[src/rtl/secded_pkg.sv]
// Shared definitions for the SEC-DED memory sequencer.
//   state_t       : sequencer FSM states
//   P*_POS        : bit positions of the parity bits inside a 16-bit codeword
//   FLAG_*        : two-bit status placed in res[15:14] by the decoder
//   sat_inc8      : saturating 8-bit increment used by the error counters
package secded_pkg;

    typedef enum logic [2:0] {
        S_IDLE  = 3'd0,
        S_RD_LO = 3'd1,
        S_RD_HI = 3'd2,
        S_WR_LO = 3'd3,
        S_WR_HI = 3'd4,
        S_DONE  = 3'd5
    } state_t;

    localparam int P0_POS = 0;
    localparam int P1_POS = 1;
    localparam int P2_POS = 2;
    localparam int P4_POS = 4;
    localparam int P8_POS = 8;

    localparam logic [1:0] FLAG_NONE = 2'b00;
    localparam logic [1:0] FLAG_SGL  = 2'b01;
    localparam logic [1:0] FLAG_DBL  = 2'b10;

    function automatic logic [7:0] sat_inc8(input logic [7:0] c);
        return (c == 8'hFF) ? c : c + 8'd1;
    endfunction

endpackage

[src/rtl/secded_dec16.sv]
// Combinational Hamming SEC-DED decoder for one 16-bit codeword.
//   w   in  16  codeword {hi,lo}; bit0 is overall parity, bits 1/2/4/8 are
//               Hamming parity, the remaining 11 bits carry data d1..d11
//   res out 16  {flag[1:0], 3'b000, d[11:1]}
//   sgl out 1   single error detected (and corrected)
//   dbl out 1   double error detected (data passed through raw)
module secded_dec16
    import secded_pkg::*;
(
    input  logic [15:0] w,
    output logic [15:0] res,
    output logic        sgl,
    output logic        dbl
);

    logic [3:0]  syn;
    logic        par;
    logic [15:0] corr;
    logic [10:0] data;
    logic [1:0]  flag;
    logic [3:0]  flip_pos;

    always_comb begin
        syn      = 4'd0;
        par      = ^w;
        corr     = w;
        sgl      = 1'b0;
        dbl      = 1'b0;
        flag     = FLAG_NONE;
        data     = 11'd0;
        flip_pos = 4'd0;

        for (int k = 1; k < 16; k++) begin
            if (w[k]) syn = syn ^ 4'(k);
        end

        if (par) begin
            // A zero syndrome with odd parity points at the overall parity bit.
            flip_pos       = (syn == 4'd0) ? 4'(P0_POS) : syn;
            corr[flip_pos] = ~corr[flip_pos];
            sgl            = 1'b1;
            flag           = FLAG_SGL;
        end else if (syn != 4'd0) begin
            dbl  = 1'b1;
            flag = FLAG_DBL;
        end

        // Gather the non-parity positions in ascending order: d1 lands in data[0].
        begin
            int j;
            j = 0;
            for (int k = 1; k < 16; k++) begin
                if (k != P1_POS && k != P2_POS && k != P4_POS && k != P8_POS) begin
                    data[j] = corr[k];
                    j++;
                end
            end
        end

        res = {flag, 3'b000, data};
    end

endmodule

[src/rtl/secded_mem_sequencer.sv]
// Memory-master engine that walks NUM_WORDS SEC-DED codewords starting at
// SRC_BASE, decodes/corrects each, and writes the 16-bit results to DST_BASE.
//   CLK       in   1   clock
//   rst_n     in   1   asynchronous active-low reset
//   start     in   1   run request (honoured in IDLE and DONE only)
//   halt      out  1   high while the run is complete (DONE)
//   mem_addr  out  AW  data-memory byte address
//   mem_rdata in   8   combinational read data for mem_addr
//   mem_we    out  1   write enable, memory writes on next rising CLK
//   mem_wdata out  8   write data
//   n_single  out  8   saturating count of single-error words this run
//   n_double  out  8   saturating count of double-error words this run
module secded_mem_sequencer
    import secded_pkg::*;
#(
    parameter int NUM_WORDS = 15,
    parameter int SRC_BASE  = 30,
    parameter int DST_BASE  = 0,
    parameter int AW        = 8
) (
    input  logic          CLK,
    input  logic          rst_n,
    input  logic          start,
    output logic          halt,
    output logic [AW-1:0] mem_addr,
    input  logic [7:0]    mem_rdata,
    output logic          mem_we,
    output logic [7:0]    mem_wdata,
    output logic [7:0]    n_single,
    output logic [7:0]    n_double
);

    localparam logic [AW-1:0] SRC_A    = AW'(SRC_BASE);
    localparam logic [AW-1:0] DST_A    = AW'(DST_BASE);
    localparam logic [6:0]    LAST_IDX = 7'(NUM_WORDS - 1);

    state_t      state_q, state_d;
    logic [6:0]  idx_q, idx_d;
    logic [7:0]  lo_q, lo_d;
    logic [7:0]  hi_q, hi_d;
    logic [7:0]  nsgl_q, nsgl_d;
    logic [7:0]  ndbl_q, ndbl_d;

    logic [AW-1:0] word_off;
    logic [15:0]   dec_res;
    logic          dec_sgl;
    logic          dec_dbl;

    assign word_off = AW'({idx_q, 1'b0});

    secded_dec16 u_dec (
        .w   ({hi_q, lo_q}),
        .res (dec_res),
        .sgl (dec_sgl),
        .dbl (dec_dbl)
    );

    always_ff @(posedge CLK or negedge rst_n) begin
        if (!rst_n) begin
            state_q <= S_IDLE;
            idx_q   <= 7'd0;
            lo_q    <= 8'd0;
            hi_q    <= 8'd0;
            nsgl_q  <= 8'd0;
            ndbl_q  <= 8'd0;
        end else begin
            state_q <= state_d;
            idx_q   <= idx_d;
            lo_q    <= lo_d;
            hi_q    <= hi_d;
            nsgl_q  <= nsgl_d;
            ndbl_q  <= ndbl_d;
        end
    end

    always_comb begin
        state_d   = state_q;
        idx_d     = idx_q;
        lo_d      = lo_q;
        hi_d      = hi_q;
        nsgl_d    = nsgl_q;
        ndbl_d    = ndbl_q;
        halt      = 1'b0;
        mem_addr  = '0;
        mem_we    = 1'b0;
        mem_wdata = 8'd0;

        unique case (state_q)
            S_IDLE, S_DONE: begin
                halt = (state_q == S_DONE);
                if (start) begin
                    // Counters stay visible after a run until the next one begins.
                    state_d = S_RD_LO;
                    idx_d   = 7'd0;
                    nsgl_d  = 8'd0;
                    ndbl_d  = 8'd0;
                end
            end
            S_RD_LO: begin
                mem_addr = SRC_A + word_off;
                lo_d     = mem_rdata;
                state_d  = S_RD_HI;
            end
            S_RD_HI: begin
                mem_addr = SRC_A + word_off + AW'(1);
                hi_d     = mem_rdata;
                state_d  = S_WR_LO;
            end
            S_WR_LO: begin
                mem_addr  = DST_A + word_off;
                mem_we    = 1'b1;
                mem_wdata = dec_res[7:0];
                state_d   = S_WR_HI;
            end
            S_WR_HI: begin
                mem_addr  = DST_A + word_off + AW'(1);
                mem_we    = 1'b1;
                mem_wdata = dec_res[15:8];
                if (dec_sgl) nsgl_d = sat_inc8(nsgl_q);
                if (dec_dbl) ndbl_d = sat_inc8(ndbl_q);
                if (idx_q == LAST_IDX) begin
                    state_d = S_DONE;
                end else begin
                    idx_d   = idx_q + 7'd1;
                    state_d = S_RD_LO;
                end
            end
            default: state_d = S_IDLE;
        endcase
    end

    assign n_single = nsgl_q;
    assign n_double = ndbl_q;

endmodule

[config.mk]
export PLATFORM = sky130hd
export DESIGN_NAME = secded_mem_sequencer
export DESIGN_NICKNAME = d
export VERILOG_FILES = /design/src/rtl/secded_pkg.sv /design/src/rtl/secded_dec16.sv /design/src/rtl/secded_mem_sequencer.sv
export SDC_FILE = /design/constraint.sdc
export NUM_CORES = 1
export LEC_CHECK = 0
export BUFFER_PORTS_ARGS = -buffer_cell sky130_fd_sc_hd__buf_2
export CAP_MARGIN = 20
export CORE_ASPECT_RATIO = 1.1
export CORE_UTILIZATION = 50
export CTS_CLUSTER_SIZE = 24
export DETAILED_ROUTE_END_ITERATION = 8
export PLACE_DENSITY = 0.75
export SLEW_MARGIN = 20
export SYNTH_ARGS = -nofsm -noshare
export SYNTH_HDL_FRONTEND = slang
export SYNTH_SLANG_ARGS = --single-unit
[constraint.sdc]
create_clock -name CLK -period 4.2 [get_ports CLK]
set_input_delay 1.05 -clock CLK [delete_from_list [all_inputs] [get_ports CLK]]
set_output_delay 1.05 -clock CLK [all_outputs]
set_load 0.05 [all_outputs]
# Word-level counts from Yosys, hierarchy flattened
# Index checks and enable logic that the tools add are counted.
# word_totals
regBits	42
inputBits	11
output_inout_bits	34
elab_cells	98
# op_classes
add_sub_neg	6
magnitude_cmp	2
eq_ne	14
muxes	44
bitwise_logic	15
reduce_logical	11
# op_table
op	n
$pmux W8 S2	3
$mux W8	5
$mux W4	9
$add A8 B1 Y8 const B	4
$pmux W8 S4	1
$mux W3	6
$bwmux W16	1
$eq A8 B8 Y1 const B	2
$mux W16	1
$reduce_xor A16 Y1	1
$pmux W3 S5	1
$mux W7	2
$pmux W7 S2	1
$ne A2 B2 Y1 const B	6
$not A2 Y2	6
$not A3 Y3	4
$add A5 B8 Y8 const A	1
$mux W1	8
$mux W2	4
$reduce_and A4 Y1	2
$add A7 B1 Y7 const B	1
$eq A7 B4 Y1 const B	1
$eq A3 B2 Y1 const B	2
$eq A3 B3 Y1 const B	2
15 further kinds	18

# Logic depth before layout (Yosys ltp)
# logic_depth
ltp_word	35
ltp_mapped	9
depth_no_buf	9

# Modules after synthesis
# Synthesis repeated with hierarchy kept, for this count alone.
# unflattened
hier_cells	371
hier_area_um2	3444.6
# by_module_without_submodules
mod	n_inst	cells_per_inst	area_each_um2	seq_area_each_um2
secded_mem_sequencer	1	243	2427.3	1051.0
secded_dec16	1	128	1017.2	0.0

# Worst setup path before layout
# No wires, ideal clock.
# synth_timing
kind	register to output
startpoint	reg lo_q[7]
endpoint	out mem_wdata[4]
arrival_ns	3.354
required_ns	3.150
slack_ns	-0.204
stages_incl_launch_ff	9
n_path_buf	1
cell_sequence	dfrtp_1 > buf_4 > xor3_2 > xnor3_2 > mux2i_1 > mux2_2 > a21oi_1 > a32o_2 > o31ai_1
# synth_between
elab_chain_len	22
word_cells_on_any_way	30
classes_between	2 x order compare; 17 x mux; 8 x bitwise; 3 x reduce/logical
# synth_lines
element	line_no	rtl
start: declaration	secded_mem_sequencer.sv:39	logic [7:0] lo_q, lo_d;
start signal: assignment	secded_mem_sequencer.sv:69	lo_q <= lo_d;
$mux W3	secded_dec16.sv:34	if (w[k]) syn = syn ^ 4'(k);
$mux W4	secded_dec16.sv:34	
$not A2 Y2 (no source line) or $mux W4 (tied branches)	n/a	
$mux W4 or $not A2 Y2 (tied branches)	n/a	
$mux W4	secded_dec16.sv:34	
$not A3 Y3 (no source line) or $not A2 Y2 (tied branches)	n/a	
$mux W4	secded_dec16.sv:34	
$mux W4 or $not A3 Y3 (tied branches)	n/a	
[... 6 more ...]	n/a	
$mux W4	secded_dec16.sv:39	flip_pos = (syn == 4'd0) ? 4'(P0_POS) : syn;
$lt A4 B5 Y1 (implied by the code) or $ge A4 B1 Y1 (tied branches)	secded_dec16.sv:40	corr[flip_pos] = ~corr[flip_pos];
$logic_and A1 B1 Y1 (implied by the code)	secded_dec16.sv:40	
$mux W1 (implied by the code)	secded_dec16.sv:40	
$demux W1 S4	n/a	
$bwmux W16	secded_dec16.sv:40	
$mux W16 *	secded_dec16.sv:37	if (par) begin
$pmux W8 S2 *	secded_mem_sequencer.sv:88	unique case (state_q)
end: declaration	secded_mem_sequencer.sv:28	output logic [7:0] mem_wdata,
# Mark *: on every way between the ends. The rest lies on a longest branch, timed or not. The select of a mux whose other input is x is not followed.

# Worst setup path in the final report
# layout_timing
startpoint	reg hi_q[5]
endpoint	out mem_wdata[0]
# layout_between
elab_chain_len	14
word_cells_on_any_way	19
classes_between	2 x order compare; 11 x mux; 3 x bitwise; 3 x reduce/logical
# layout_lines
element	line_no	rtl
start: declaration	secded_mem_sequencer.sv:40	logic [7:0] hi_q, hi_d;
start signal: assignment	secded_mem_sequencer.sv:70	hi_q <= hi_d;
$mux W4	secded_dec16.sv:34	
$not A3 Y3 (no source line)	n/a	
$mux W4	secded_dec16.sv:34	
$not A4 Y4 (no source line)	n/a	
$mux W4	secded_dec16.sv:34	
$logic_not A4 Y1	secded_dec16.sv:39	
$mux W4	secded_dec16.sv:39	
$lt A4 B5 Y1 (implied by the code) or $ge A4 B1 Y1 (tied branches)	secded_dec16.sv:40	
$logic_and A1 B1 Y1 (implied by the code)	secded_dec16.sv:40	
$mux W1 (implied by the code)	secded_dec16.sv:40	
$demux W1 S4	n/a	
$bwmux W16	secded_dec16.sv:40	
$mux W16 *	secded_dec16.sv:37	
$pmux W8 S2 *	secded_mem_sequencer.sv:88	
# Marks and branches as above.

==> run_results.csv <==
group,metric,value,unit
clock_network,cts_buffers,5,
clock_network,cts.path.max_buffers,2,
logic_synthesis,ys_types,52,
global_route,grt_use_met2,38.0,%
critical_path,critPathLaunch,"hi_q[5]$_DFFE_PN0P_",
route,drt_wl_total,7540,µm
sta,timing.final.crit_period,4.09,ns
critical_path,path_cells,"xnor2_2 > xnor3_2 > xnor2_4 > mux2i_1 > o221ai_1 > a32o_2 > o311ai_4 > buf_6",
place,place_hpwl,5340,µm
sta,tns,0,ns
logic_synthesis,yosys_warnings,0,
global_route,grt-ovfl-total,0,
logic_synthesis,synthesis.nets,343,
logic_synthesis,syn_avg_cell_area,9.50,µm²
clock_network,clock_latency,0.31,ns
die,dieArea,6540,µm²
critical_path,crit_end,"mem_wdata[0]",
clock_network,cts-root-buf,"clkbuf_8",
final_layout,fin_util,62.1,%
sta,finalSetupViolCount,0,
route,postRouteAntennaNets,0,
place,io_buffers,44,
logic_synthesis,synth-edff-count,0,
clock_network,cts_tree,"done",
final_layout,nets,395,
critical_path,crit_slowest_cell,"dfrtp_2",
critical_path,worstPathArrival,3.04,ns
sta,maxSlewHeadroom,38.1,%
global_route,grt_util_met1,34.4,%
sta,period_share,97.5,%
final_layout,layout-drive-gt1-share,29.8,%
logic_synthesis,ys.flop_type,"dfrtp_1",
critical_path,critical_path.max_fanout,8,
critical_path,r2r_cells,8,
final_layout,seqCellArea,1050,µm²
hold_path,hp-class,"register to register",
critical_path,rrSetupSlack,1.54,ns
critical_path,rr_endpoint,"n_double[7]$_DFFE_PN0P_",
logic_synthesis,synth_cells,327,
final_layout,diodes,0,
sta,max_freq,0.244,GHz
die,ios,45,
sta,hold_ws,0.543,ns
route,vias_per_cell,6.02,
final_layout,final_cell_mix,"dfrtp_1, buf_2, nand2_1",
die,rows,29,
sta,worstMarginPinSlew,0.929,ns
critical_path,required,3.15,ns
route,dr.pass1.iters,5,
place,gp_congestion,0.914,
critical_path,slowest_delay,0.48,ns
final_layout,final_cell_area,3650,µm²
pwr,power.total,0.00156,W
global_route,grt_pass1_wl,12500,µm
final_layout,num-fill-cells,505,
global_route,antenna_found_initial,0,
sta,drv_slew,0,
clock_network,holdBufCountCts,0,
pwr,p_per_area,426,nW/µm²
die,core_area,5880,µm²
final_layout,area_growth,17.5,%
global_route,busiest_layer,"met2",
global_route,grt_usage,24.5,%
die,floorplan.initialDensity,52.9,%
clock_network,clock-sinks,42,
hold_path,hold_depth,1,
logic_synthesis,ys_ff_latch,42,
final_layout,layout_commonest_cell,"dfrtp_1",
pwr,leakagePower,1.61,nW
route,drc,0,
route,drt_iter0_drc,125,
logic_synthesis,seq_area_frac_synth,33.8,%
sta,skew,0.00599,ns
logic_synthesis,ys_async_sr_fraction,100,%
die,die_w,77.2,µm
logic_synthesis,synth_area,3110,µm²
global_route,met3_usage,4.24,%
critical_path,start_kind,"register",
route,wl_per_cell,16.5,µm
route,vias,2743,
critical_path,worstReg2RegStart,"hi_q[5]$_DFFE_PN0P_",
place,dpl_cell_area,3450,µm²
pwr,ir_worst_vdd,0.233,mV
clock_network,clkTransAtPathRegs,0.08,ns
job,maxCapViolCount,0,
critical_path,critPathCaptureType,"output port",
critical_path,worstSetupPathType,"register to output port",
sta,rsz0062_at_grt,"yes",
die,die_h,84.7,µm
clock_network,cts_max_level,2,
global_route,grt_pass1_vias,2589,
final_layout,multi_input_area,2020,µm²
run_status,status,"finished clean",
global_route,grt_max_degree,43,
sta,hold_viol_final,0,
-- state kept, by name, indices dropped and copies added (netlist names) --
| name | flops |
|---|---|
| n_single | 8 |
| state_q | 3 |
| idx_q | 7 |
| hi_q | 8 |
| lo_q | 8 |
| n_double | 8 |
-- through the flow --
| step | instances | setup WS (ns) |
|---|---|---|
| after global routing | 456 | -0.0327 |
| after CTS | 452 | 0.00598 |
| after floorplan | 327 | -0.204 |
| final | 456 | 0.106 |
| after global placement | 445 | 0.349 |
| after detailed placement | 445 | 0.287 |
-- Yosys cell counts, drive strengths merged, types with 6 or more instances --
cell / instances / area share [%]
o31ai: 8 / 1.9
dfrtp: 42 / 34
nand3: 17 / 2.7
nor3: 9 / 1.4
xor2: 14 / 4.4
a31oi: 8 / 1.6
and3: 7 / 1.4
nand2: 33 / 4.0
inv: 6 / 0.72
o21ai: 21 / 3.4
nor2: 24 / 2.9
xnor2: 24 / 9.7
mux2: 18 / 6.5
a21oi: 18 / 3.0
clkbuf: 12 / 1.4
-- cell type report --
cell class	count	share of cell area (%)
clock inverters	1	0.206
inverters	6	0.617
flip-flops and latches	42	28.8
repair buffers	61	10.4
well taps	77	2.64
clock buffers	6	1.99
multi-input cells	263	55.3
-- critical path: cells and delay by family (launching register included) --
kind	cells	cell delay, ns
xor gates and xnor gates	3	0.99
AOI/OAI and AO/OA	3	0.84
DFF	1	0.48
muxes	1	0.22
buffers and inverters	1	0.20
-- power breakdown --
| part | switching, W | total (W) | internal (W) |
|---|---|---|---|
| Combinational | 0.000500 | 0.000771 | 0.000271 |
| Clock | 0.000147 | 0.000261 | 0.000114 |
| Sequential | 0.0000713 | 0.000524 | 0.000453 |
-- logic make-up (layout without fill, tap and decap cells) --
family / after synthesis / count (layout) / share of synthesized area (%)
flip-flops: 42 / 42 / 33.8
AO/OA/AOI/OAI: 82 / 82 / 17.8
multiplexers: 22 / 22 / 7.81
XOR/XNOR: 43 / 43 / 17.9
buffers and inverters: 22 / 74 / 2.98
AND/OR/NAND/NOR: 111 / 111 / 17.7
adder cells (fa/ha/maj): 5 / 5 / 2.01
-- timing repair --
| action | in CTS | in global routing |
|---|---|---|
| pin swaps | 0 | 4 |
| endpoints found under the setup margin | 3 | 7 |
| hold endpoints to repair | 0 | 0 |
| setup buffers | 0 | 4 |
| gates resized for setup | 5 | 19 |
-- worst min path at each step --
stage          slack, ns               startpoint                 endpoint
6_report            0.54  n_double[6]$_DFFE_PN0P_  n_double[6]$_DFFE_PN0P_
4_1_cts             0.53  n_double[6]$_DFFE_PN0P_  n_double[6]$_DFFE_PN0P_
3_3_place_gp        0.51  n_double[6]$_DFFE_PN0P_  n_double[6]$_DFFE_PN0P_
5_1_grt             0.58  n_double[6]$_DFFE_PN0P_  n_double[6]$_DFFE_PN0P_
2_1_floorplan       0.52      lo_q[4]$_DFFE_PN0P_      lo_q[4]$_DFFE_PN0P_
3_5_place_dp        0.52  n_double[6]$_DFFE_PN0P_  n_double[6]$_DFFE_PN0P_
-- layer usage --
layer	routed length [µm]	part of all wire, %
met5	0	0
met4	171	2.3
met3	428	5.7
met2	3500	46
met1	3440	46
(Power assumes the default switching activity.)
